### src/rtl/ram_loader_pkg.sv
// ram_loader_pkg: shared types and constants for the input-image RAM loader
package ram_loader_pkg;
  typedef enum logic [1:0] {
    ST_IDLE   = 2'd0,
    ST_LOAD   = 2'd1,
    ST_CHK    = 2'd2,
    ST_FINISH = 2'd3
  } loader_state_t;
  localparam int BITS_PER_BYTE  = 8;
  localparam int IMG_ADDR_WIDTH = 10;
endpackage

### src/rtl/ram_input_loader_byte_unpacker.sv
// byte_unpacker: serialises one byte LSB first into eight consecutive write strobes
module byte_unpacker
  import ram_loader_pkg::*;
(
  input  logic                     clk,
  input  logic                     rst_n,
  input  logic                     clr,
  input  logic                     load,
  input  logic [BITS_PER_BYTE-1:0] byte_in,
  output logic                     data,
  output logic                     we,
  output logic                     empty
);
  localparam int CNT_W = $clog2(BITS_PER_BYTE);
  logic [BITS_PER_BYTE-1:0] shreg;
  logic [CNT_W-1:0]         cnt;
  assign empty = cnt == '0;
  // bit0 goes out on the load edge; cnt counts the bits still waiting in shreg
  always_ff @(posedge clk or negedge rst_n)
    if (!rst_n) begin
      shreg <= '0;
      cnt   <= '0;
      data  <= 1'b0;
      we    <= 1'b0;
    end else if (clr) begin
      shreg <= '0;
      cnt   <= '0;
      we    <= 1'b0;
    end else if (load) begin
      data  <= byte_in[0];
      shreg <= {1'b0, byte_in[BITS_PER_BYTE-1:1]};
      cnt   <= CNT_W'(BITS_PER_BYTE - 1);
      we    <= 1'b1;
    end else if (!empty) begin
      data  <= shreg[0];
      shreg <= shreg >> 1;
      cnt   <= cnt - 1'b1;
      we    <= 1'b1;
    end else
      we <= 1'b0;
endmodule

### src/rtl/ram_input_loader.sv
// ram_input_loader: byte stream to 1-bit image RAM writer; RAM_LOADER_CHKSUM_EN adds a trailing checksum byte
module ram_input_loader
  import ram_loader_pkg::*;
#(
  parameter int ADDR_WIDTH = IMG_ADDR_WIDTH
) (
  input  logic                     clk,
  input  logic                     rst_n,
  input  logic                     start,
  input  logic [BITS_PER_BYTE-1:0] byte_in,
  input  logic                     byte_vld,
  output logic                     byte_rdy,
  output logic                     ram_data,
  output logic [ADDR_WIDTH-1:0]    ram_addr,
  output logic                     ram_we,
  output logic                     busy,
  output logic                     done,
  output logic                     chk_err
);
  loader_state_t         state;
  logic [ADDR_WIDTH-1:0] addr;
  logic                  empty, load, last, go, step;
  assign go   = state == ST_IDLE && start;
  assign last = ram_we && (&ram_addr);
  assign load = state == ST_LOAD && byte_vld && byte_rdy;
  assign step = load || !empty;
  assign busy = state == ST_LOAD || state == ST_CHK;
  assign done = state == ST_FINISH;
`ifdef RAM_LOADER_CHKSUM_EN
  assign byte_rdy = (state == ST_LOAD && empty && !last) || state == ST_CHK;
`else
  assign byte_rdy = state == ST_LOAD && empty && !last;
`endif

  byte_unpacker u_unpack (
    .clk    (clk),
    .rst_n  (rst_n),
    .clr    (go),
    .load   (load),
    .byte_in(byte_in),
    .data   (ram_data),
    .we     (ram_we),
    .empty  (empty)
  );

  // control FSM; the final write to the top address ends the data phase
  always_ff @(posedge clk or negedge rst_n)
    if (!rst_n)
      state <= ST_IDLE;
    else
      case (state)
        ST_IDLE: state <= start ? ST_LOAD : ST_IDLE;
`ifdef RAM_LOADER_CHKSUM_EN
        ST_LOAD: state <= last ? ST_CHK : ST_LOAD;
        ST_CHK:  state <= byte_vld ? ST_FINISH : ST_CHK;
`else
        ST_LOAD: state <= last ? ST_FINISH : ST_LOAD;
`endif
        default: state <= ST_IDLE;
      endcase

  // ram_addr latches the next address with every emitted bit and holds between writes
  always_ff @(posedge clk or negedge rst_n)
    if (!rst_n) begin
      addr     <= '0;
      ram_addr <= '0;
    end else if (go)
      addr <= '0;
    else if (step) begin
      ram_addr <= addr;
      addr     <= addr + 1'b1;
    end

`ifdef RAM_LOADER_CHKSUM_EN
  logic [BITS_PER_BYTE-1:0] sum;
  // running mod-256 sum of data bytes, compared against the trailing checksum byte
  always_ff @(posedge clk or negedge rst_n)
    if (!rst_n) begin
      sum     <= '0;
      chk_err <= 1'b0;
    end else if (go) begin
      sum     <= '0;
      chk_err <= 1'b0;
    end else if (load)
      sum <= sum + byte_in;
    else if (state == ST_CHK && byte_vld)
      chk_err <= byte_in != sum;
`else
  assign chk_err = 1'b0;
`endif
endmodule
### config.mk
export PLATFORM = sky130hd
export DESIGN_NAME = ram_input_loader
export DESIGN_NICKNAME = d
export VERILOG_FILES = /design/src/rtl/ram_loader_pkg.sv /design/src/rtl/ram_input_loader_byte_unpacker.sv /design/src/rtl/ram_input_loader.sv
export SDC_FILE = /design/constraint.sdc
export NUM_CORES = 1
export LEC_CHECK = 0
export CORE_MARGIN = 3
export CORE_UTILIZATION = 50
export DETAILED_ROUTE_END_ITERATION = 10
export PLACE_DENSITY = 0.75
export SYNTH_ARGS = -nofsm -noshare
export SYNTH_HDL_FRONTEND = slang
export SYNTH_SLANG_ARGS = --single-unit
### constraint.sdc
create_clock -name clk -period 4.21 [get_ports clk]
set_clock_uncertainty 0.1 [all_clocks]
set_input_delay 0.6315 -clock clk [delete_from_list [all_inputs] [get_ports clk]]
set_output_delay 0.6315 -clock clk [all_outputs]
set_load 0.01 [all_outputs]
==> results of run 1 <==
==> per-stage QoR <==
| step | setup slack [ns] | std cells | hold WS (ns) |
|---|---|---|---|
| 3_5_place_dp | 1.358 | 225 | 0.4429 |
| 4_1_cts | 1.222 | 233 | 0.4673 |
| 6_report | 1.206 | 233 | 0.4669 |
| 5_1_grt | 1.093 | 233 | 0.4952 |
| 3_3_place_gp | 1.429 | 225 | 0.4182 |
| 2_1_floorplan | 2.248 | 159 | 0.2359 |
==> power by group through the flow <==
stage | clock network, mW | registers, mW | logic, mW
final | 0.242 | 0.537 | 0.459
after global routing | 0.256 | 0.553 | 0.506
after CTS | 0.242 | 0.537 | 0.461
after detailed placement | 0 | 0.544 | 0.457
after global placement | 0 | 0.538 | 0.447
after floorplan | 0 | 0.532 | 0.302
==> synth_stat cells, drive strengths merged, types with 2 or more instances <==
cell type	instances	share of area (%)
and2	2	0.70
clkbuf	2	0.42
o31ai	8	4.4
nor3	6	1.7
inv	6	1.3
nand3	10	3.5
and3	2	0.70
xnor2	2	0.98
nand2	8	1.7
ha	6	4.2
nor2	2	0.42
mux2	10	7.8
nor4	2	1.5
a21oi	14	4.1
mux2i	6	3.4
a31oi	2	0.70
nand4	4	1.7
a211oi	6	2.5
o21ai	3	0.84
dfrtp	34	48
buf	6	2.3
or3	2	0.70
or4	7	2.9
==> sequential cells by signal, indices dropped and copies added, names as in the netlist <==
register,flops
u_unpack.shreg,7
ram_addr,10
u_unpack.we,1
u_unpack.data,1
addr,10
state,2
u_unpack.cnt,3
==> metal layers <==
metal  global-route usage (%)  routed length (um)
met4                    9.326                  44
met2                    29.66                1771
met5                        0                   0
met1                    25.41                1690
met3                    3.741                 188
==> final timing paths <==
path / cells past startpoint / to / slack [ns] / startpoint
worst max-delay path: 4 / byte_rdy / 1.21 / ram_addr[4]
worst min-delay path: 1 / ram_addr[7] / 0.47 / ram_addr[7]
worst max register to register: 5 / ram_addr[0] / 1.82 / state[0]
worst min register to register: 1 / ram_addr[7] / 0.47 / ram_addr[7]
max in group asynchronous: 2 / u_unpack.cnt[1] / 3.15 / rst_n
min in group asynchronous: 2 / state[1] / 0.57 / rst_n
==> final cells by class <==
cell class	instances	area, sq um	share of cell area [%]
clock buffer	5	37.54	1.745
clock inverter	3	40.04	1.862
inverter	6	22.52	1.047
multi-input combinational	111	867.1	40.31
sequential	34	850.8	39.56
tap	46	57.56	2.676
timing repair buffer	28	275.3	12.80
==> kinds of logic after synthesis <==
| family | share of synthesized area (%) |
|---|---|
| buffers and inverters | 3.986 |
| XOR/XNOR | 0.9792 |
| adder cells (fa/ha/maj) | 4.196 |
| AO/OA/AOI/OAI | 15.52 |
| multiplexers | 11.12 |
| other | 0.2096 |
| AND/OR/NAND/NOR | 16.43 |
| flip-flops | 47.55 |
==> metrics.txt, run 1 <==
status=finished clean; Sequential Power Share=43.4%; die height=roughly 66 um; number of flops mapped to enable cells by yosys=0; RSZ-0062 raised after global routing=no; largest net degree at the start of global routing=35; Fillers=267; commonest non-fill, non-tap cell in the layout=dfrtp_1; Worst Hold Class=register to register; fin crit share=~70%; final hold vios=0; Die ar.=4332 sq um; CTS root buf=clkbuf_4; Yosys cell types=42; core area=3390 sq um; Crit path max-delay family=compound AO/OA/AOI/OAI gates; CTS tree=yes; insertion delay to the later sink of the worst-skew pair=between 0.3 and 0.4 ns; min Tclk post-route=around 3.0 ns; net switching power=approximately 0.43 mW; Max Cap Viol=0; Antenna Nets Post-Route=0; clock transition at the registers of the reported paths=roughly 0.11 ns; Synth Instances=~160; switching share of power=34.82%; Pint=between 0.8 and 0.9 mW; startpoint types=register; Gate power share=37.1%; final core area utilization=around 63%; total power=1.238 mW; Synthesis Warnings=0; syn avg cell area=approximately 11 sq um; Worst slew margin=41.78%; TritonCTS Sinks=34; DRC viols=0; maximum root-to-sink buffer count=2; Mapped Area=~1800 sq um; placed cell areas=~2100 sq um; wire per inst=roughly 16 um; Yosys reg bits=34; FP Rows=21; Pre-antenna DRT Iters=4; static leakage=~0.90 nW; f_max=around 0.33 GHz; vias in the first global route=about 1300; fraction of registers with async set or reset after synthesis=100.0%; worst vdd ir=0.2902 mV; setup TNS=0 ns; CP Class=register to output pin; worst path cell trace=nand4_1 -> o31ai_2 -> nor2_1 -> clkdlybuf4s50_1; crit end category=output pin; max-slew violation count=0; total length of routed wires=roughly 3700 um; # hold bufs at CTS=0; crit-path max cell delay=~0.63 ns; initial antenna violation count=0; htree depth=2; most frequent cells in the layout=dfrtp_1, clkdlybuf4s50_1, a21oi_1, nand3_1, nand2_1; Post CTS Setup Buffer Count=0; Vias/cell=a little under 6; I/O pin cnt=28; first-pass GRT wire length=around 6200 um; clock power share=between 10% and 20%; routed vias=between 1000 and 1500; global-route usage over all layers=19.09%; CP Max Fanout=9; worst path bufs/invs=1; Final Setup Violations=0; grt total ovfl=0; Post-CTS Resized=0; drt first-iter violations=102; WP data arrival=2.27 ns; width of the die=approximately 66 um; Top FF cell, synth=dfrtp_1; GPL Wtd Cong=0.7585; port buffer count=26; critical path's slowest cell=o31ai_2; worst-margin pin slew=~0.87 ns; initial core utilization=52.79%; WP data required=around 3.5 ns; final instance area=roughly 2200 sq um; Layout area overhead=20.21%; Pwr Density=575.5 nW/um^2; dpl hpwl=2618 um; post-synthesis sequential area ratio=a little under half; Layout Nets=around 200; share of layout cells above drive strength 1=between 10% and 20%; Mapped Nets=between 150 and 200; Ant. Diodes=0; TritonCTS buffer count=5
(Power assumes the default switching activity.)
==> run 2: changes to the inputs <==
- CORE_UTILIZATION: 50 -> 48
- clock period: 4.21 -> 2.53 ns (I/O delays scaled with it)
==> run 2 against run 1 <==
Net effect: global-route usage grew 2.0 points; sequential cell count is the same; wire length up 12%; setup slack got worse by 1.1 ns; clock power rose by 55%; sequential share of layout area shrank 0.68 points; first-iteration DRC count shrank 34%; final cell count rose by 0.86%; utilization is 0.36 points lower; design area up 1.7%; non-clock buffer count grew 3.
==> metrics.txt, run 2 (synthesis results as in run 1) <==
TritonCTS Sinks=34 (unchanged); Die ar.=4496 sq um (+3.8%); fin crit share=a little over nine tenths; pre-CTS setup slack=0.2090 ns (-1.149 ns); Pwr Density=957.6 nW/um^2 (+66%); htree depth=2 (unchanged); die height=67.06 um (+1.9%); routed vias=1374 (+1.0%); I/O pin cnt=28 (unchanged); Crit Reg-Reg Endpoint=u_unpack.shreg[2]; setup TNS=0 ns (unchanged); wire per inst=17.66 um (+11%); WP data arrival=1.90 ns (-0.37 ns); first-pass GRT wire length=6886 um (+10%); non-filler instance count after layout=235 (+0.86%); GRT Max-Usage Layer=met2; f_max=~0.42 GHz; met3 GRT Util=5.565% (+1.8 points); min Tclk post-route=roughly 2.4 ns; Final Setup Violations=0 (unchanged); CP Max Fanout=3 (-6); largest net degree at the start of global routing=35 (unchanged); worst path cell trace=inv_1 -> ha_1 -> nor2b_4 -> o31ai_4 -> nor2_1 -> clkdlybuf4s50_1; Antenna Nets Post-Route=0 (unchanged); dpl cells=227 (+0.89%); maximum root-to-sink buffer count=2 (unchanged); Max Cap Viol=0 (unchanged); R2R depth=7 (+2); Vias/cell=5.847 (+0.17%); initial core utilization=51.59% (-1.2 points); top flop regs=addr (10), ram_addr (10), u_unpack.shreg (7); CP Class=register to output pin; CTS tree=yes; GPL Wtd Cong=0.7908 (+4.3%); Crit path max-delay family=buffers and inverters; most frequent cells in the layout=dfrtp_1, clkdlybuf4s50_1, a21oi_1, nand3_1, nand2_1; clock transition at the registers of the reported paths=0.06 ns (-0.05 ns); final hold vios=0 (unchanged); share of layout cells above drive strength 1=13.23% (+0.39 points); FP Rows=21 (unchanged); worst-margin pin slew=0.7722 ns (-0.1011 ns); reg2reg start=u_unpack.cnt[0]; startpoint types=register; Layout Nets=207 (+1.5%); global-route usage over all layers=21.08% (+2.0 points); width of the die=67.06 um (+1.9%); worst vdd ir=0.4624 mV (+59%); dpl hpwl=2985 um (+14%); M1 GR Usage=24.63% (-0.79 points); total length of routed wires=4149 um (+12%); Layout area overhead=22.31%; insertion delay to the later sink of the worst-skew pair=0.29 ns (-0.06 ns); grt total ovfl=0 (unchanged); RSZ-0062 raised after global routing=no; core area=3468 sq um (+2.3%); DRC viols=0 (unchanged); static leakage=0.9075 nW (+1.2%); initial antenna violation count=0 (unchanged); slack of the critical path=0.1499 ns (-1.056 ns); crit end category=output pin; drt first-iter violations=67 (-34%); TritonCTS buffer count=5 (unchanged); status=finished clean; total power=2.096 mW (+69%); Pre-antenna DRT Iters=4 (unchanged); max-slew violation count=0 (unchanged); met2 usage=35.83% (+6.2 points); Worst Hold Class=primary input to async pin; port buffer count=26 (unchanged); CTS root buf=clkbuf_8; crit path launch=u_unpack.cnt[0]; Worst slew margin=48.14% (+6.4 points); commonest non-fill, non-tap cell in the layout=dfrtp_1; crit-path max cell delay=0.54 ns (-0.09 ns); critical path's slowest cell=clkdlybuf4s50_1; Ant. Diodes=0 (unchanged); R2R Setup Slk=0.42 ns (-1.40 ns); WP data required=2.05 ns (-1.43 ns); # hold bufs at CTS=0 (unchanged); worst path bufs/invs=2 (+1); vias in the first global route=1430 (+7.2%)
[run 2: what timing repair did]
action	CTS	global route
resized for setup	2	1
hold endpoints to repair	0	0
setup buffers	0	1
pin swaps	0	1
setup endpoints to repair	1	1
[run 2: cell type report]
cell class / count / area, sq um
tap: 46 / 57.56
inverter: 6 / 22.52
multi-input combinational: 111 / 883.3
sequential: 34 / 850.8
fill: 286 / 1280
timing repair buffer: 31 / 297.8
clock buffer: 7 / 76.32
[run 2: metrics by stage]
step	utilization, %	cell area [sq um]	hold WS, ns
6_report	63.10	2188	0.3946
5_1_grt	63.10	2188	0.4329
4_1_cts	62.73	2176	0.4155
3_5_place_dp	60.21	2088	0.4460
3_3_place_gp	60.21	2088	0.4191
2_1_floorplan	-	1789	-0.01609
[run 2: worst max path at each step]
| stage | to | slack, ns | depth (start not counted) |
|---|---|---|---|
| 4_1_cts | byte_rdy | 0.002 | 6 |
| 6_report | byte_rdy | 0.15 | 6 |
| 2_1_floorplan | ram_addr[1] | 0.69 | 8 |
| 3_3_place_gp | byte_rdy | 0.28 | 4 |
| 5_1_grt | byte_rdy | 0.05 | 6 |
| 3_5_place_dp | byte_rdy | 0.21 | 6 |
[run 2: power by group]
group	switching [mW]	total, mW	internal [mW]
logic	0.370	0.807	0.437
clock network	0.184	0.374	0.189
registers	0.192	0.915	0.723
total	0.747	2.10	1.35
[run 2: worst register-to-register path, stage by stage (launching register included)]
cell and delay, ns:
dfrtp_1 0.36, inv_1 0.11, ha_1 0.21, nor2b_4 0.20, buf_4 0.27, o31a_1 0.22
nand2_1 0.23, a211oi_1 0.32
[run 2: metal layers]
layer,wire length (um),vias to the layer above
li1,-,656
met4,63,0
met5,0,-
met2,2119,23
met3,151,7
met1,1815,688
==> run 3: changes to the inputs <==
- ABC_CLOCK_PERIOD_IN_PS: not set -> 2530
==> results of run 3 <==
The final DEF is identical to that of run 2; final timing and power are the same.
